### config.mk
export PLATFORM = sky130hd
export DESIGN_NAME = glcd_pixel_writer
export DESIGN_NICKNAME = d
export VERILOG_FILES = /design/src/rtl/glcd_pkg.sv /design/src/rtl/glcd_bus_cycle.sv /design/src/rtl/glcd_pixel_writer.sv
export SDC_FILE = /design/constraint.sdc
export NUM_CORES = 1
export LEC_CHECK = 0
export ABC_AREA = 1
export BUFFER_PORTS_ARGS = -buffer_cell sky130_fd_sc_hd__buf_2
export CAP_MARGIN = 30
export CORE_MARGIN = 2
export CORE_UTILIZATION = 29
export DETAILED_ROUTE_END_ITERATION = 8
export SYNTH_ARGS = -nofsm -noshare
export SYNTH_HDL_FRONTEND = slang
export SYNTH_SLANG_ARGS = --single-unit
### constraint.sdc
create_clock -name clk -period 2.2 [get_ports clk]
set_clock_uncertainty 0.2 [all_clocks]
set_input_delay 0.11 -clock clk [delete_from_list [all_inputs] [get_ports clk]]
set_output_delay 0.11 -clock clk [all_outputs]
set_load 0.01 [all_outputs]
### src/rtl/glcd_pkg.sv
`default_nettype none
// ============================================================================
// glcd_pkg : KS0108 opcodes and controller state encoding
// Rev 1.0
// ============================================================================
package glcd_pkg;

    localparam logic [7:0] CMD_DISP_ON    = 8'h3F;
    localparam logic [7:0] CMD_START_LINE = 8'hC0;
    localparam logic [7:0] CMD_SET_PAGE   = 8'hB8;
    localparam logic [7:0] CMD_SET_COL    = 8'h40;

    typedef enum logic [3:0] {
        ST_PWR_RST  = 4'd0,
        ST_PWR_WAIT = 4'd1,
        ST_INIT     = 4'd2,
        ST_CLEAR    = 4'd3,
        ST_IDLE     = 4'd4,
        ST_ERR      = 4'd5,
        ST_SET_PAGE = 4'd6,
        ST_SET_COL  = 4'd7,
        ST_WRITE    = 4'd8
    } state_t;

endpackage
`default_nettype wire

### src/rtl/glcd_bus_cycle.sv
`default_nettype none
// ============================================================================
// glcd_bus_cycle : one panel bus cycle with setup / E-high / hold timing
// Rev 1.0
// ============================================================================
module glcd_bus_cycle #(
    parameter int N_CHIPS = 2,
    parameter int T_SU    = 2,
    parameter int T_EH    = 8,
    parameter int T_EL    = 8
) (
    input  logic               clk,
    input  logic               rst_n,
    input  logic               start,
    input  logic [N_CHIPS-1:0] cs_in,
    input  logic               rs_in,
    input  logic [7:0]         data_in,
    output logic               done,
    output logic               lcd_e,
    output logic               lcd_rs,
    output logic [7:0]         lcd_data,
    output logic [N_CHIPS-1:0] lcd_cs
);

    localparam int TOTAL = T_SU + T_EH + T_EL;
    localparam int CW    = $clog2(TOTAL + 1);

    logic [CW-1:0] r_cnt;
    logic          r_busy;

    // Done fires during the last clock so the next cycle can start one idle clock later.
    assign done = r_busy && (r_cnt == CW'(TOTAL - 1));

    always_ff @(posedge clk or negedge rst_n) begin
        if (!rst_n) begin
            r_cnt    <= '0;
            r_busy   <= 1'b0;
            lcd_e    <= 1'b0;
            lcd_rs   <= 1'b0;
            lcd_data <= 8'h00;
            lcd_cs   <= '0;
        end else if (!r_busy) begin
            if (start) begin
                r_cnt    <= '0;
                r_busy   <= 1'b1;
                lcd_e    <= 1'b0;
                lcd_rs   <= rs_in;
                lcd_data <= data_in;
                lcd_cs   <= cs_in;
            end
        end else begin
            r_cnt <= r_cnt + 1'b1;
            if (r_cnt == CW'(T_SU - 1))
                lcd_e <= 1'b1;
            if (r_cnt == CW'(T_SU + T_EH - 1))
                lcd_e <= 1'b0;
            if (r_cnt == CW'(TOTAL - 1)) begin
                r_busy   <= 1'b0;
                lcd_rs   <= 1'b0;
                lcd_data <= 8'h00;
                lcd_cs   <= '0;
            end
        end
    end

endmodule
`default_nettype wire

### src/rtl/glcd_pixel_writer.sv
`default_nettype none
// ============================================================================
// glcd_pixel_writer : KS0108-class panel init/clear and cached byte writer
// Rev 1.0
// ============================================================================
module glcd_pixel_writer
    import glcd_pkg::*;
#(
    parameter int N_CHIPS       = 2,
    parameter int COLS_PER_CHIP = 64,
    parameter int PAGES         = 8,
    parameter int T_SU          = 2,
    parameter int T_EH          = 8,
    parameter int T_EL          = 8,
    parameter int PWRUP_CYCLES  = 1000,
    parameter int CLEAR_ON_INIT = 1,
    localparam int PAGE_W = (PAGES > 1) ? $clog2(PAGES) : 1,
    localparam int COL_W  = $clog2(N_CHIPS * COLS_PER_CHIP)
) (
    input  logic               clk,
    input  logic               rst_n,
    input  logic               wr_valid,
    output logic               wr_ready,
    input  logic [PAGE_W-1:0]  wr_page,
    input  logic [COL_W-1:0]   wr_col,
    input  logic [7:0]         wr_data,
    output logic               wr_err,
    output logic               init_done,
    output logic               lcd_e,
    output logic               lcd_rs,
    output logic               lcd_rw,
    output logic [7:0]         lcd_data,
    output logic [N_CHIPS-1:0] lcd_cs,
    output logic               lcd_reset
);

    localparam int CB     = $clog2(COLS_PER_CHIP);
    localparam int CHIP_W = (N_CHIPS > 1) ? $clog2(N_CHIPS) : 1;
    localparam int WAIT_W = $clog2(PWRUP_CYCLES + 1);
    localparam logic [COL_W:0]  C_NCOLS = (COL_W + 1)'(N_CHIPS * COLS_PER_CHIP);
    localparam logic [PAGE_W:0] C_PAGES = (PAGE_W + 1)'(PAGES);

    state_t              r_state;
    logic [WAIT_W-1:0]   r_wait;
    logic [CHIP_W-1:0]   r_chip;
    logic [PAGE_W-1:0]   r_page;
    logic [CB-1:0]       r_lcol;
    logic [7:0]          r_wdata;
    logic                r_step;
    logic [1:0]          r_clr_phase;
    logic [PAGE_W-1:0]   r_clr_page;
    logic [CB-1:0]       r_clr_col;

    logic                r_start;
    logic [N_CHIPS-1:0]  r_bus_cs;
    logic                r_bus_rs;
    logic [7:0]          r_bus_data;

    logic [N_CHIPS-1:0]  r_cpv;
    logic [N_CHIPS-1:0]  r_ccv;
    logic [PAGE_W-1:0]   r_cpage [N_CHIPS];
    logic [CB-1:0]       r_ccol  [N_CHIPS];

    logic                w_done;
    logic [CHIP_W-1:0]   w_acc_chip;
    logic [CB-1:0]       w_acc_lcol;
    logic                w_in_range;
    logic                w_hit_page;
    logic                w_hit_col;
    logic                w_cur_hit_col;

    assign lcd_rw        = 1'b0;
    assign w_acc_chip    = CHIP_W'(wr_col >> CB);
    assign w_acc_lcol    = wr_col[CB-1:0];
    assign w_in_range    = ({1'b0, wr_col} < C_NCOLS) && ({1'b0, wr_page} < C_PAGES);
    assign w_hit_page    = r_cpv[w_acc_chip] && (r_cpage[w_acc_chip] == wr_page);
    assign w_hit_col     = r_ccv[w_acc_chip] && (r_ccol[w_acc_chip] == w_acc_lcol);
    assign w_cur_hit_col = r_ccv[r_chip] && (r_ccol[r_chip] == r_lcol);

    task automatic issue(input logic [CHIP_W-1:0] chip, input logic rs, input logic [7:0] data);
        r_start    <= 1'b1;
        r_bus_cs   <= N_CHIPS'(1) << chip;
        r_bus_rs   <= rs;
        r_bus_data <= data;
    endtask

    always_ff @(posedge clk or negedge rst_n) begin
        if (!rst_n) begin
            r_state     <= ST_PWR_RST;
            r_wait      <= '0;
            r_chip      <= '0;
            r_page      <= '0;
            r_lcol      <= '0;
            r_wdata     <= 8'h00;
            r_step      <= 1'b0;
            r_clr_phase <= 2'd0;
            r_clr_page  <= '0;
            r_clr_col   <= '0;
            r_start     <= 1'b0;
            r_bus_cs    <= '0;
            r_bus_rs    <= 1'b0;
            r_bus_data  <= 8'h00;
            r_cpv       <= '0;
            r_ccv       <= '0;
            for (int i = 0; i < N_CHIPS; i++) begin
                r_cpage[i] <= '0;
                r_ccol[i]  <= '0;
            end
            wr_ready    <= 1'b0;
            wr_err      <= 1'b0;
            init_done   <= 1'b0;
            lcd_reset   <= 1'b0;
        end else begin
            r_start <= 1'b0;
            wr_err  <= 1'b0;
            case (r_state)
                ST_PWR_RST: begin
                    if (r_wait == WAIT_W'(PWRUP_CYCLES - 1)) begin
                        r_wait    <= '0;
                        lcd_reset <= 1'b1;
                        r_state   <= ST_PWR_WAIT;
                    end else begin
                        r_wait <= r_wait + 1'b1;
                    end
                end
                ST_PWR_WAIT: begin
                    if (r_wait == WAIT_W'(PWRUP_CYCLES - 1)) begin
                        r_wait  <= '0;
                        r_chip  <= '0;
                        r_step  <= 1'b0;
                        issue('0, 1'b0, CMD_DISP_ON);
                        r_state <= ST_INIT;
                    end else begin
                        r_wait <= r_wait + 1'b1;
                    end
                end
                ST_INIT: begin
                    if (w_done) begin
                        if (!r_step) begin
                            r_step <= 1'b1;
                            issue(r_chip, 1'b0, CMD_START_LINE);
                        end else if (r_chip != CHIP_W'(N_CHIPS - 1)) begin
                            r_chip <= r_chip + 1'b1;
                            r_step <= 1'b0;
                            issue(r_chip + 1'b1, 1'b0, CMD_DISP_ON);
                        end else if (CLEAR_ON_INIT != 0) begin
                            r_chip      <= '0;
                            r_clr_page  <= '0;
                            r_clr_phase <= 2'd0;
                            issue('0, 1'b0, CMD_SET_PAGE);
                            r_state     <= ST_CLEAR;
                        end else begin
                            init_done <= 1'b1;
                            wr_ready  <= 1'b1;
                            r_state   <= ST_IDLE;
                        end
                    end
                end
                ST_CLEAR: begin
                    if (w_done) begin
                        case (r_clr_phase)
                            2'd0: begin
                                r_clr_phase <= 2'd1;
                                issue(r_chip, 1'b0, CMD_SET_COL);
                            end
                            2'd1: begin
                                r_clr_phase <= 2'd2;
                                r_clr_col   <= '0;
                                issue(r_chip, 1'b1, 8'h00);
                            end
                            default: begin
                                if (r_clr_col != CB'(COLS_PER_CHIP - 1)) begin
                                    r_clr_col <= r_clr_col + 1'b1;
                                    issue(r_chip, 1'b1, 8'h00);
                                end else if (r_clr_page != PAGE_W'(PAGES - 1)) begin
                                    r_clr_page  <= r_clr_page + 1'b1;
                                    r_clr_phase <= 2'd0;
                                    issue(r_chip, 1'b0, CMD_SET_PAGE | 8'(r_clr_page + 1'b1));
                                end else if (r_chip != CHIP_W'(N_CHIPS - 1)) begin
                                    r_chip      <= r_chip + 1'b1;
                                    r_clr_page  <= '0;
                                    r_clr_phase <= 2'd0;
                                    issue(r_chip + 1'b1, 1'b0, CMD_SET_PAGE);
                                end else begin
                                    // Panel auto-increment has wrapped every chip back to column 0.
                                    r_cpv <= '1;
                                    r_ccv <= '1;
                                    for (int i = 0; i < N_CHIPS; i++) begin
                                        r_cpage[i] <= PAGE_W'(PAGES - 1);
                                        r_ccol[i]  <= '0;
                                    end
                                    init_done <= 1'b1;
                                    wr_ready  <= 1'b1;
                                    r_state   <= ST_IDLE;
                                end
                            end
                        endcase
                    end
                end
                ST_IDLE: begin
                    if (wr_valid && wr_ready) begin
                        wr_ready <= 1'b0;
                        if (!w_in_range) begin
                            wr_err  <= 1'b1;
                            r_state <= ST_ERR;
                        end else begin
                            r_chip  <= w_acc_chip;
                            r_page  <= wr_page;
                            r_lcol  <= w_acc_lcol;
                            r_wdata <= wr_data;
                            if (!w_hit_page) begin
                                issue(w_acc_chip, 1'b0, CMD_SET_PAGE | 8'(wr_page));
                                r_state <= ST_SET_PAGE;
                            end else if (!w_hit_col) begin
                                issue(w_acc_chip, 1'b0, CMD_SET_COL | 8'(w_acc_lcol));
                                r_state <= ST_SET_COL;
                            end else begin
                                issue(w_acc_chip, 1'b1, wr_data);
                                r_state <= ST_WRITE;
                            end
                        end
                    end
                end
                ST_ERR: begin
                    wr_ready <= 1'b1;
                    r_state  <= ST_IDLE;
                end
                ST_SET_PAGE: begin
                    if (w_done) begin
                        r_cpv[r_chip]   <= 1'b1;
                        r_cpage[r_chip] <= r_page;
                        if (w_cur_hit_col) begin
                            issue(r_chip, 1'b1, r_wdata);
                            r_state <= ST_WRITE;
                        end else begin
                            issue(r_chip, 1'b0, CMD_SET_COL | 8'(r_lcol));
                            r_state <= ST_SET_COL;
                        end
                    end
                end
                ST_SET_COL: begin
                    if (w_done) begin
                        r_ccv[r_chip]  <= 1'b1;
                        r_ccol[r_chip] <= r_lcol;
                        issue(r_chip, 1'b1, r_wdata);
                        r_state <= ST_WRITE;
                    end
                end
                ST_WRITE: begin
                    if (w_done) begin
                        r_ccv[r_chip]  <= 1'b1;
                        r_ccol[r_chip] <= r_lcol + 1'b1;
                        wr_ready       <= 1'b1;
                        r_state        <= ST_IDLE;
                    end
                end
                default: r_state <= ST_PWR_RST;
            endcase
        end
    end

    glcd_bus_cycle #(
        .N_CHIPS (N_CHIPS),
        .T_SU    (T_SU),
        .T_EH    (T_EH),
        .T_EL    (T_EL)
    ) u_bus (
        .clk      (clk),
        .rst_n    (rst_n),
        .start    (r_start),
        .cs_in    (r_bus_cs),
        .rs_in    (r_bus_rs),
        .data_in  (r_bus_data),
        .done     (w_done),
        .lcd_e    (lcd_e),
        .lcd_rs   (lcd_rs),
        .lcd_data (lcd_data),
        .lcd_cs   (lcd_cs)
    );

endmodule
`default_nettype wire

After elaboration in Yosys (flattened, before gate mapping) --
Index checks and enable logic that the tools add are counted.
Operators by class: bitwise gates (word level) 8, shift-type cells 3, mux-type cells 177, $mul 0, reductions and logical operators 42, add/sub/neg operators 7, eq/ne operators 41, divide/modulo/power cells 0, magnitude comparators 6
Operators with widths (count):
- 2-to-1 mux 8 bit | 17
- 2-to-1 mux 12 bit | 7
- 2-to-1 mux 6 bit | 14
- 2-to-1 mux 4 bit | 17
- 2-to-1 mux 2 bit | 28
- 2-to-1 mux 1 bit | 55
- case mux 8 bit (6 select lines) | 1
- 2-to-1 mux 3 bit | 12
- case mux 12 bit (3 select lines) | 1
- case mux 4 bit (9 select lines) | 1
- AND reduction 8 bit | 4
- AND reduction 7 bit | 4
- bitwise mux 12 bit | 2
- case mux 6 bit (2 select lines) | 2
- inequality test 2 bit, second input constant | 10
- == test 4 x 3 -> 1 bit, second input constant | 4
- case mux 2 bit (2 select lines) | 4
- case mux 8 bit (2 select lines) | 1
- inequality test 2 x 1 -> 1 bit, second input constant | 7
- AND reduction 14 bit | 1
- adder 6 x 1 -> 6 bit, second input constant | 2
- == test 6 bit | 2
- inequality test 6 bit, second input constant | 2
- case mux 1 bit (4 select lines) | 3
- other kinds (49) | 83
Storage, ports and cells: bits in writable memories 0, bits in registers 99, bits of input ports 21, word-level logic and storage cells 313, latch bits 0, output and inout port bits 17, ROM bits 0, memories 0

Depth between registers and ports, before layout --
word-level depth 10, mapped depth 14, gate-level depth less buffers 13

Cells and area by module --
From an unflattened synthesis, not the netlist that was laid out.
Second synthesis, totals: cells, all modules 826, area, all modules 5954.5 sq um
Modules (own cells, without submodules):
- glcd_pixel_writer | area an instance 5092.4 sq um, instances 1, cells each 726, sequential area each 2026.9 sq um
- glcd_bus_cycle | area an instance 862.1 sq um, instances 1, cells each 100, sequential area each 450.4 sq um

Least setup slack after synthesis --
Ideal clock, no wire load.
path kind register -> register, start point reg u_bus.r_cnt[1], end point reg r_cpage[0] (netlist name), setup slack 188 ps, cell stages (with the launch flop) 12, buffers on the path 1, arrival 1693 ps, setup time 119 ps, required time 1881 ps, period minus slack after synthesis 2012 ps, cell sequence dfrtp_1 -> inv_1 -> ha_1 -> inv_1 -> nor2_1 -> nand3_1 -> buf_2 -> inv_1 -> o211ai_2 -> a21oi_2 -> o211ai_1 -> o21a_1
On the way: longest elaborated chain between the ends 4, elaborated cells between the ends (all ways) 5, classes of those cells eq/ne: 3; reduce/logical: 2
Ends and longest elaborated chain:
- start: declaration | RTL line glcd_bus_cycle.sv:28 | logic [CW-1:0] r_cnt;
- start signal: assignment | RTL line glcd_bus_cycle.sv:52 | r_cnt <= r_cnt + 1'b1;
- == test 5 bit (*) | RTL line glcd_bus_cycle.sv:32 | assign done = r_busy && (r_cnt == CW'(TOTAL - 1));
- logical AND 1 bit (*) | RTL line glcd_bus_cycle.sv:32
- inequality test 2 x 1 -> 1 bit (no source line)
- AND reduction 7 bit (no source line) (*)
- end signal: indexed assignment | RTL line glcd_pixel_writer.sv:189 | r_cpage[i] <= PAGE_W'(PAGES - 1);
- end signal: indexed assignment | RTL line glcd_pixel_writer.sv:231 | r_cpage[r_chip] <= r_page;
- end: declaration | RTL line glcd_pixel_writer.sv:61 | logic [PAGE_W-1:0] r_cpage [N_CHIPS];
Mark *: on every way between the ends. The rest lies on a longest branch, timed or not. A chain may end at the register's enable or synchronous reset.

Worst setup path in the final report --
start point reg u_bus.r_cnt[1], end point reg r_cpv[1]
On the way: longest elaborated chain between the ends 4, elaborated cells between the ends (all ways) 5, classes of those cells eq/ne: 3; reduce/logical: 2
Ends and longest elaborated chain:
- == test 5 bit (*) | RTL line glcd_bus_cycle.sv:32
- logical AND 1 bit (*) | RTL line glcd_bus_cycle.sv:32
- inequality test 2 x 1 -> 1 bit (no source line)
- AND reduction 7 bit (no source line) (*)
- end signal: assignment | RTL line glcd_pixel_writer.sv:103 | r_cpv <= '0;
- end signal: assignment | RTL line glcd_pixel_writer.sv:186 | r_cpv <= '1;
- end signal: indexed assignment | RTL line glcd_pixel_writer.sv:230 | r_cpv[r_chip] <= 1'b1;
- end: declaration | RTL line glcd_pixel_writer.sv:59 | logic [N_CHIPS-1:0] r_cpv;
Marked as above.

==> metrics <==
outcome=complete, no violations; Reg clk slew, reported paths=70 ps; Place WS=-29.6 ps; Final Util=36.7%; Detailed Place HPWL=11.8 mm; Num CTS Buffers=9; Die Span Y=around 150 µm; crit path kind=reg -> reg; cell count after placement=between 1,000 and 1,500; CTS sink cnt=99; largest vdd supply drop=just under 0.4 mV; gr usage total=approximately 15%; H-tree Lvls=3; Via-to-Cell Ratio=4.71; Nets=a little over 900; Leakage Power=about 3.6 nW; die area=between 20,000 and 25,000 µm²; CTS Buffer Depth=2; setup violators final=0; DRT iter0 DRCs=321; starting density of the core=29.4%; core area=roughly 20,000 µm²; post-route ant nets=0; Overflow after GRT=0; fmax=473 MHz; synth top area cells=dfrtp_1 42%, nand2_1 13%, nand3_1 7.4%; Final TNS setup=0 ps; Post-Syn Area per Cell=roughly 7.4 µm²; Syn-to-layout area delta=25.0%; vias=5,519; Netlist Area Pre-Place=just under 6000 µm²; first-pass GRT wire length=25.8 mm; post-synthesis sequential area ratio=between 40% and 50%; clock tree from TritonCTS=yes; Max-slew headroom=65.3%; fin cells=about 1,200; row cnt=52; initial antenna violation count=0; Skew-Pair Late Insertion Delay=around 360 ps; Yosys cell types=50; 1st-pass router iterations=5; crit path launch type=flip-flop; I/O Pins=38; EDFF count, synth=0; crit path time final=roughly 2100 ps; Syn Inst Count=800; top cell type by total area after synthesis=dfrtp_1; fin worst setup slack=roughly 86 ps; Ant. Diodes=0; Worst Hold Class=in -> async; gp weighted congestion=about 0.89; pin count of the biggest net entering global routing=just under 50; Final Cycle Share=~96%; endpoints failing hold=0; max cap viols=0; R2R Setup Slk=around 86 ps; Power Dens Cells=roughly 1100 nW/µm²; Worst Max-Slew Pin Slew=approximately 510 ps; DR WL/cell=13.6 µm; Synth async-reset ratio=100%; Max Slew Vio Count=0; critical path required time=2240 ps; vias in the first global route=between 5,000 and 6,000; CP Max Fanout=5; routed wire length=15.9 mm; DRC=0; Die Wd=~150 µm; most used flip-flop cell after synthesis=dfrtp_1; Synth top area share=about two fifths; total of warnings raised by yosys=0; CP arrival=roughly 2200 ps; root buf cell=clkbuf_16; Port Buf Inserts=35; Crit. End Element=flip-flop; #FFs+latches synth=99; share of cells above drive strength 1=a little under a quarter
## sequential cells by signal, summed over array words and instances (netlist names), 3 cells and up
name	count
r_lcol	6
u_bus.r_cnt	5
u_bus.lcd_data	8
r_clr_col	6
r_wait	10
r_page	3
r_cpage	6
r_bus_data	8
r_state	4
r_clr_page	3
r_wdata	8
r_ccol	12
## metal layers
layer	share of wire, %	global-route usage, %
met3	4.8	2.86
met2	45	22.7
met4	2.6	5.05
met1	48	21.1
met5	0	0
## worst paths after layout
path | startpoint | endpoint | cells past startpoint
max | u_bus.r_cnt[1] | r_cpv[1] | 11
min | rst_n | lcd_reset | 2
max reg2reg | u_bus.r_cnt[1] | r_cpv[1] | 11
min reg2reg | r_ccv[1] | r_ccv[1] | 1
max in group asynchronous | rst_n | r_cpage[5] | 3
min in group clk | wr_valid | r_wdata[7] | 5
## power breakdown
| part | internal [W] | switching (W) |
|---|---|---|
| registers | 0.00240 | 0.000483 |
| clock network | 0.000912 | 0.000710 |
| logic | 0.00153 | 0.00240 |
| total | 0.00485 | 0.00359 |
## cell families after synthesis
group           count (synthesis)  share of synthesized area, %
buf+inv                       127                          9.06
compound gates                118                          11.9
flops                          99                          41.8
fa+ha+maj                      10                          2.11
other cells                     1                        0.0633
xor+xnor                        5                         0.739
simple gates                  438                          34.0
mux                             2                         0.380
## synth_stat cells, types with 6 or more instances
cell type and n:
inv_2 10, ha_1 10, nor2_4 7, inv_1 95
nor2_2 7, o21ai_1 11, nor2_1 87, o21a_1 7
a21oi_1 17, dfrtp_1 99, o21ai_0 42, nand3_1 88
nand2_2 19, nand2_1 199, nor3_1 6, buf_2 6
o22ai_1 16
## cell usage in the layout (no fill, tap or decap), types with 9 or more instances in the layout
master	n
a21oi_1	17
buf_2	34
buf_4	52
clkbuf_16	9
dfrtp_1	99
dlygate4sd3_1	18
inv_1	93
nand2_1	194
nand2_2	21
nand3_1	86
nor2_1	68
nor2_2	20
nor2_4	13
o21ai_0	42
o21ai_1	11
o22ai_1	16
## through the flow
stage	hold WS, ps	power [W]	instance area, µm²
global route	121	0.00912	7410
finish	67.6	0.00844	7410
floorplan	-386	0.00523	5930
CTS	81.0	0.00805	7090
global placement	-82.1	0.00631	6600
detailed placement	-82.0	0.00636	6600
## worst max-delay path, cell delays in order (launching register included)
cell	delay [ps]
dfrtp_1	350
inv_1	60
ha_1	170
inv_1	90
nor2_4	50
nand3_4	120
buf_4	160
clkinvlp_4	160
o211ai_4	170
a21oi_4	70
buf_4	140
or2_2	260
## timing repair
action	4_1_cts	5_1_grt
endpoints found under the hold margin	119	0
pin swaps	0	15
setup buffers	0	17
gates resized for setup	2	50
endpoints found under the setup margin	11	48
hold buffers	18	0
## layout make-up
cell class | count | area [µm²]
Tap cell | 270 | 338
Clock buffer | 10 | 239
Fill cell | 2097 | 12800
Inverter | 106 | 410
Clock inverter | 5 | 62.6
Sequential cell | 99 | 2480
Timing Repair Buffer | 107 | 783
Multi-Input combinational cell | 575 | 3100
Note: power is estimated with default switching activity, not from simulation.
